==> src/rtl/obi_mem_arbiter.sv <==
// Round-robin arbiter sharing one single-ported SRAM between NUM_REQ OBI masters.
// Supports per-master lock for atomic sequences and routes each response back after MEM_LATENCY cycles.
module obi_mem_arbiter #(
  parameter int NUM_REQ     = 2,
  parameter int ADDR_WIDTH  = 32,
  parameter int DATA_WIDTH  = 32,
  parameter int MEM_LATENCY = 1
) (
  input  logic                              clk,
  input  logic                              rst_n,
  input  logic [NUM_REQ-1:0]                req_i,
  input  logic [NUM_REQ-1:0]                lock_i,
  input  logic [NUM_REQ-1:0]                we_i,
  input  logic [NUM_REQ*ADDR_WIDTH-1:0]     addr_i,
  input  logic [NUM_REQ*(DATA_WIDTH/8)-1:0] be_i,
  input  logic [NUM_REQ*DATA_WIDTH-1:0]     wdata_i,
  output logic [NUM_REQ-1:0]                gnt_o,
  output logic [NUM_REQ-1:0]                rvalid_o,
  output logic [DATA_WIDTH-1:0]             rdata_o,
  output logic                              mem_req_o,
  output logic                              mem_we_o,
  output logic [ADDR_WIDTH-1:0]             mem_addr_o,
  output logic [DATA_WIDTH/8-1:0]           mem_be_o,
  output logic [DATA_WIDTH-1:0]             mem_wdata_o,
  input  logic [DATA_WIDTH-1:0]             mem_rdata_i
);

  localparam int BE_WIDTH = DATA_WIDTH / 8;
  localparam int IDX_W    = (NUM_REQ > 1) ? $clog2(NUM_REQ) : 1;

  typedef logic [IDX_W-1:0] idx_t;

  idx_t rr_ptr;
  idx_t lock_owner;
  logic lock_valid;

  idx_t gnt_idx;
  logic gnt_any;
  idx_t scan_idx;

  logic pipe_valid [MEM_LATENCY];
  idx_t pipe_id    [MEM_LATENCY];

  // Next master index in ring order; the ring length need not be a power of two.
  function automatic idx_t wrap_inc(input idx_t i);
    if (int'(i) >= NUM_REQ - 1) return '0;
    return i + idx_t'(1);
  endfunction

  // NOTE: every variable in a combinational block gets a default on entry,
  // otherwise any path that skips an assignment infers a latch.
  always_comb begin
    gnt_any  = 1'b0;
    gnt_idx  = '0;
    scan_idx = rr_ptr;
    if (lock_valid && req_i[lock_owner]) begin
      gnt_any = 1'b1;
      gnt_idx = lock_owner;
    end else begin
      for (int off = 0; off < NUM_REQ; off++) begin
        if (!gnt_any && req_i[scan_idx]) begin
          gnt_any = 1'b1;
          gnt_idx = scan_idx;
        end
        scan_idx = wrap_inc(scan_idx);
      end
    end
  end

  always_comb begin
    gnt_o = '0;
    if (gnt_any) gnt_o[gnt_idx] = 1'b1;
  end

  // The SRAM bus is forced to zero when idle so no stale master fields leak out.
  always_comb begin
    mem_req_o   = gnt_any;
    mem_we_o    = 1'b0;
    mem_addr_o  = '0;
    mem_be_o    = '0;
    mem_wdata_o = '0;
    if (gnt_any) begin
      mem_we_o    = we_i[gnt_idx];
      mem_addr_o  = addr_i[gnt_idx*ADDR_WIDTH +: ADDR_WIDTH];
      mem_be_o    = be_i[gnt_idx*BE_WIDTH +: BE_WIDTH];
      mem_wdata_o = wdata_i[gnt_idx*DATA_WIDTH +: DATA_WIDTH];
    end
  end

  // NOTE: sequential state uses non-blocking assignments so every flop samples
  // the pre-edge values regardless of statement order.
  always_ff @(posedge clk or negedge rst_n) begin
    if (!rst_n) begin
      rr_ptr     <= '0;
      lock_owner <= '0;
      lock_valid <= 1'b0;
    end else if (gnt_any) begin
      rr_ptr     <= wrap_inc(gnt_idx);
      lock_owner <= gnt_idx;
      lock_valid <= lock_i[gnt_idx];
    end else begin
      // Nobody requested, so any owner has dropped req and forfeits the lock.
      lock_valid <= 1'b0;
    end
  end

  // NOTE: the response pipe is reset, not left uninitialised like a RAM,
  // because a reset mid-operation must discard every in-flight response.
  always_ff @(posedge clk or negedge rst_n) begin
    if (!rst_n) begin
      for (int s = 0; s < MEM_LATENCY; s++) begin
        pipe_valid[s] <= 1'b0;
        pipe_id[s]    <= '0;
      end
    end else begin
      pipe_valid[0] <= gnt_any;
      pipe_id[0]    <= gnt_idx;
      for (int s = 1; s < MEM_LATENCY; s++) begin
        pipe_valid[s] <= pipe_valid[s-1];
        pipe_id[s]    <= pipe_id[s-1];
      end
    end
  end

  always_comb begin
    rvalid_o = '0;
    rdata_o  = '0;
    if (pipe_valid[MEM_LATENCY-1]) begin
      rvalid_o[pipe_id[MEM_LATENCY-1]] = 1'b1;
      rdata_o                          = mem_rdata_i;
    end
  end

endmodule

==> config.mk <==
export PLATFORM = sky130hd
export DESIGN_NAME = obi_mem_arbiter
export DESIGN_NICKNAME = d
export VERILOG_FILES = /design/src/rtl/obi_mem_arbiter.sv
export SDC_FILE = /design/constraint.sdc
export NUM_CORES = 1
export LEC_CHECK = 0
export ABC_AREA = 1
export CORE_AREA = 2 2 111 113
export CTS_CLUSTER_DIAMETER = 60
export DETAILED_ROUTE_END_ITERATION = 7
export DIE_AREA = 0 0 113 115
export SLEW_MARGIN = 0
export SYNTH_ARGS = -nofsm -noshare
export SYNTH_HDL_FRONTEND = slang
export SYNTH_SLANG_ARGS = --single-unit
==> constraint.sdc <==
create_clock -name clk -period 1.25 [get_ports clk]
set_input_delay 0.25 -clock clk [delete_from_list [all_inputs] [get_ports clk]]
set_output_delay 0.25 -clock clk [all_outputs]
set_load 0.005 [all_outputs]
# Yosys cells after proc, flatten, opt, wreduce, memory -nomap -nowiden
# Index checks and enable logic that the tools add are counted.
# word_totals
register_bits	5
in_bits	176
wordCells	62
out_inout_bits	106
# op_classes
magnitude_cmp	9
shifts	3
n_reduce_logical	5
n_mux	38
addsub	2
# ops
cell	count
$shiftx A64 B7 Y32	2
$mux W32	3
$mux W1	30
$lt A1 B2 Y1 const B	5
$shiftx A8 B4 Y4	1
$ge A1 B1 Y1 const B	4
$logic_and A1 B1 Y1	4
$mux W2	2
$mux W4	1
$add A1 B1 Y1 const B	2
$demux W1 S1	2
$logic_not A1 Y1	1

# Depth between registers and ports, before layout
# logic_depth
word_depth	16
ltp_mapped	8
ltp_nobuf	7

# Worst setup path before layout
# No wires, ideal clock.
# synth_path
path_type	flip-flop to output port
start	register lock_owner
end	output port mem_addr_o[24]
path_slack_ns	-0.072
n_path_buf	1
path_stages_with_launch	9
required_ns	1.000
arrival_time_ns	1.072
path_cell_list	dfrtp_1 inv_1 nand2_1 nand3_1 nand2_2 nand2_4 buf_6 nand2_1 nand2_1
# synth_between
elab_chain_cells	6
elab_cells_between_ends	7
# synth_rtl
item	line	text
start, declared	34	idx_t lock_owner;
start signal, assigned	99	lock_owner <= gnt_idx;
$mux W1 (implied by the code) (2 in series)	56	if (lock_valid && req_i[lock_owner]) begin
$logic_and A1 B1 Y1	56	
$mux W1 *	56	
via gnt_idx	37	idx_t gnt_idx;
$shiftx A64 B7 Y32 *	84	mem_addr_o = addr_i[gnt_idx*ADDR_WIDTH +: ADDR_WIDTH];
$mux W32 *	82	if (gnt_any) begin
end, declared	22	output logic [ADDR_WIDTH-1:0] mem_addr_o,
# The timed path passes the listed nets; every way through them passes the cells marked *. The select of a mux whose other input is x is not followed.

# Worst setup path after layout
# layout_path
start	register lock_owner
end	output port mem_wdata_o[23]
# layout_between
elab_chain_cells	6
elab_cells_between_ends	7
# layout_rtl
item	line	text
$mux W1 (implied by the code) (2 in series)	56	
$logic_and A1 B1 Y1	56	
$mux W1	56	
$shiftx A64 B7 Y32	86	mem_wdata_o = wdata_i[gnt_idx*DATA_WIDTH +: DATA_WIDTH];
$mux W32 *	82	
end, declared	24	output logic [DATA_WIDTH-1:0] mem_wdata_o,
# Every way passes the cells marked *; elsewhere a longest branch is shown, timed or not. The select of a mux whose other input is x is not followed.

==> summary.md <==
| Metric | Value |
|---|---|
| Status | `finished, violations left` |
| Failing checks | `design-rule violations, negative setup slack` |
| Switching Fraction | `0.3775` |
| Critical Path AT | `1650 ps` |
| Latest clock arrival within the worst-skew pair | `230 ps` |
| CP max FO | `7` |
| Skew final | `0.9358 ps` |
| Die width | `113 µm` |
| Clock sink count | `5` |
| Area grow syn2layout | `251.4%` |
| # setup viols final | `108` |
| Clock network fraction of design power | `0.118` |
| Fmax | `0.5252 GHz` |
| Period Utilization, post-route | `1.523` |
| Crit Path Category | `register to primary output` |
| GPL Wtd Cong | `0.8855` |
| Drt initial violations | `209` |
| DRC | `20` |
| CTS root buffer | `clkbuf_16` |
| Ant. Diodes | `0` |
| Cell Rows | `40` |
| Yosys reg bits | `5` |
| CTS tree | `built` |
| RSZ-0062 raised after global routing | `yes` |
| Layout cells sized above 1 | `0.4429` |
| Internal power | `2.756 mW` |
| Routed len/inst | `16.08 µm` |
| Gate Count Post-Synth | `332` |
| Sequential share of the synthesized area | `0.07728` |
| PwrDens | `778.2 nW/µm²` |
| Via density per instance | `4.477` |
| Core area | `11,810 µm²` |
| Detailed Routing Iterations Pass 1 | `6` |
| Hold Crit Class | `input port to async pin` |
| Initial Util | `0.1371` |
| Yosys cell types | `15` |
| Total gr overflow | `0` |
| Combinational power share | `0.831` |
| I/O Buffers | `281` |
| Max-Cap Viols | `0` |
| # hold bufs at CTS | `0` |
| Die Ht | `115 µm` |
| Initial antenna violation count | `0` |
| Cell Area, Synth | `1619 µm²` |
| Pwr Total | `4.427 mW` |
| Clock Path Buffers | `2` |
| Slew Viols, Final | `0` |
| GRT Util Overall | `0.1608` |
| Final net count | `843` |
| Vias post-DR | `3,640` |
| Flop pwr share | `0.051` |
| Avg Cell Area, Syn | `4.877 µm²` |
| Number of synthesis warnings | `0` |
| Hold slack | `250.7 ps` |
| Fin worst setup slack | `-654.0 ps` |
| Post-route ant nets | `0` |
| Final hold violation count | `0` |
| H-tree levels | `1` |
| Largest net degree at the start of global routing | `40` |
| Post-Route WL | `13,070 µm` |
| Flop-to-flop setup slack | `-120 ps` |
| First-pass GRT wire length | `16,900 µm` |
| Vias in the first global route | `3,359` |
| Switching power | `1.671 mW` |
| Worst EP required | `1000 ps` |
| Crit. End Element | `primary output` |
| Die Area | `13,000 µm²` |
| Startpoint types | `register` |
| TritonCTS Buffers | `3` |
| Max VDD drop | `0.0003855 V` |
| I/O pin cnt | `282` |
| Post-DP HPWL | `8017 µm` |
| Net Count, Synth | `508` |
| Worst Tran Pin Value | `233.2 ps` |
| Final Critical Period | `1904 ps` |
| Reg clk slew, reported paths | `30 ps` |
| Leak | `2.948 nW` |
| Rel. slew slack | `0.8440` |
[registers in the layout (all words and copies together), names as in the netlist]
signal / flops
lock_owner: 1
rr_ptr: 1
pipe_valid: 1
lock_valid: 1
pipe_id: 1
[worst max-delay path: stages (launching register included)]
cell and delay (ps):
dfrtp_1 400, inv_2 70, nand2_2 50, nand3_2 70, nand2_4 70, buf_6 130
buf_6 120, buf_12 130, buf_6 110, nand4_1 90, nand2_1 70, buf_2 120
[final timing paths]
| check | cells after the start | from | endpoint |
|---|---|---|---|
| min reg2reg | 2 | rr_ptr$_DFFE_PN0P_ | rr_ptr$_DFFE_PN0P_ |
| max | 11 | lock_owner$_DFFE_PN0P_ | mem_wdata_o[23] |
| max reg2reg | 10 | lock_owner$_DFFE_PN0P_ | lock_valid$_DFF_PN0_ |
| max in group asynchronous | 1 | rst_n | pipe_valid$_DFF_PN0_ |
| min | 1 | rst_n | lock_owner$_DFFE_PN0P_ |
| min in group clk | 2 | rr_ptr$_DFFE_PN0P_ | rr_ptr$_DFFE_PN0P_ |
[stage by stage]
step	TNS, ps	setup slack (ps)	utilization	cells	cell area, µm²
2_1_floorplan	-4133	-69.73	-	332	1619
3_3_place_gp	-83480	-1071	0.3963	746	4681
3_5_place_dp	-83290	-1045	0.3963	746	4681
4_1_cts	-64710	-943.2	0.4506	792	5323
5_1_grt	-53110	-729.4	0.4817	813	5689
6_report	-45970	-654.0	0.4817	813	5689
[layer usage]
metal,track usage,part of all wire,vias up
li1,-,-,1759
met1,0.1722,0.37,1656
met2,0.3206,0.52,214
met3,0.03585,0.096,11
met4,0.03415,0.011,0
met5,0,0,-
[area by class of cell]
class	instances	area [µm²]
clock buffer	4	78.83
tap	147	183.9
inverter	37	151.4
fill	1171	6122
timing repair buffer	362	3638
sequential	5	126.4
multi-input combinational	258	1510
[repair_timing]
action,CTS,global route
hold endpoints to repair,0,0
setup buffers,30,23
resized for setup,272,313
gates cloned,12,10
endpoints found under the setup margin,110,109
pin swaps,6,33
[power groups by stage]
stage / Combinational, mW / Clock, mW / Sequential (mW)
global placement: 2.90 / 0 / 0.219
finish: 3.68 / 0.523 / 0.227
detailed placement: 2.91 / 0 / 0.219
global route: 3.95 / 0.542 / 0.231
floorplan: 1.03 / 0 / 0.211
CTS: 3.27 / 0.529 / 0.221
[Yosys cell counts (all sizes together)]
cell	count	area (µm²)
nand3	2	15.01
nor2	5	18.77
clkbuf	17	63.81
nand4	70	437.9
buf	15	118.9
inv	37	138.9
dfrtp	5	125.1
a21oi	1	8.760
nand2	179	684.4
o211ai	1	7.510
[cell usage in the layout, fill, tap and decap left out, types with 12 or more instances in the layout]
master	count
clkdlybuf4s50_1	173
nand2_1	111
nand4_1	70
buf_2	56
buf_6	52
nand2_2	40
clkbuf_2	32
nand2_4	26
inv_2	23
buf_12	13
buf_4	13
clkbuf_16	12
[kinds of logic (layout without fill, tap and decap cells)]
group,after synthesis,in the layout,synth area share
simple gates,256,256,0.7141
buf+inv,69,403,0.1986
flops,5,5,0.07728
compound gates,2,2,0.01005
No activity file was read; power rests on OpenSTA's default activity.
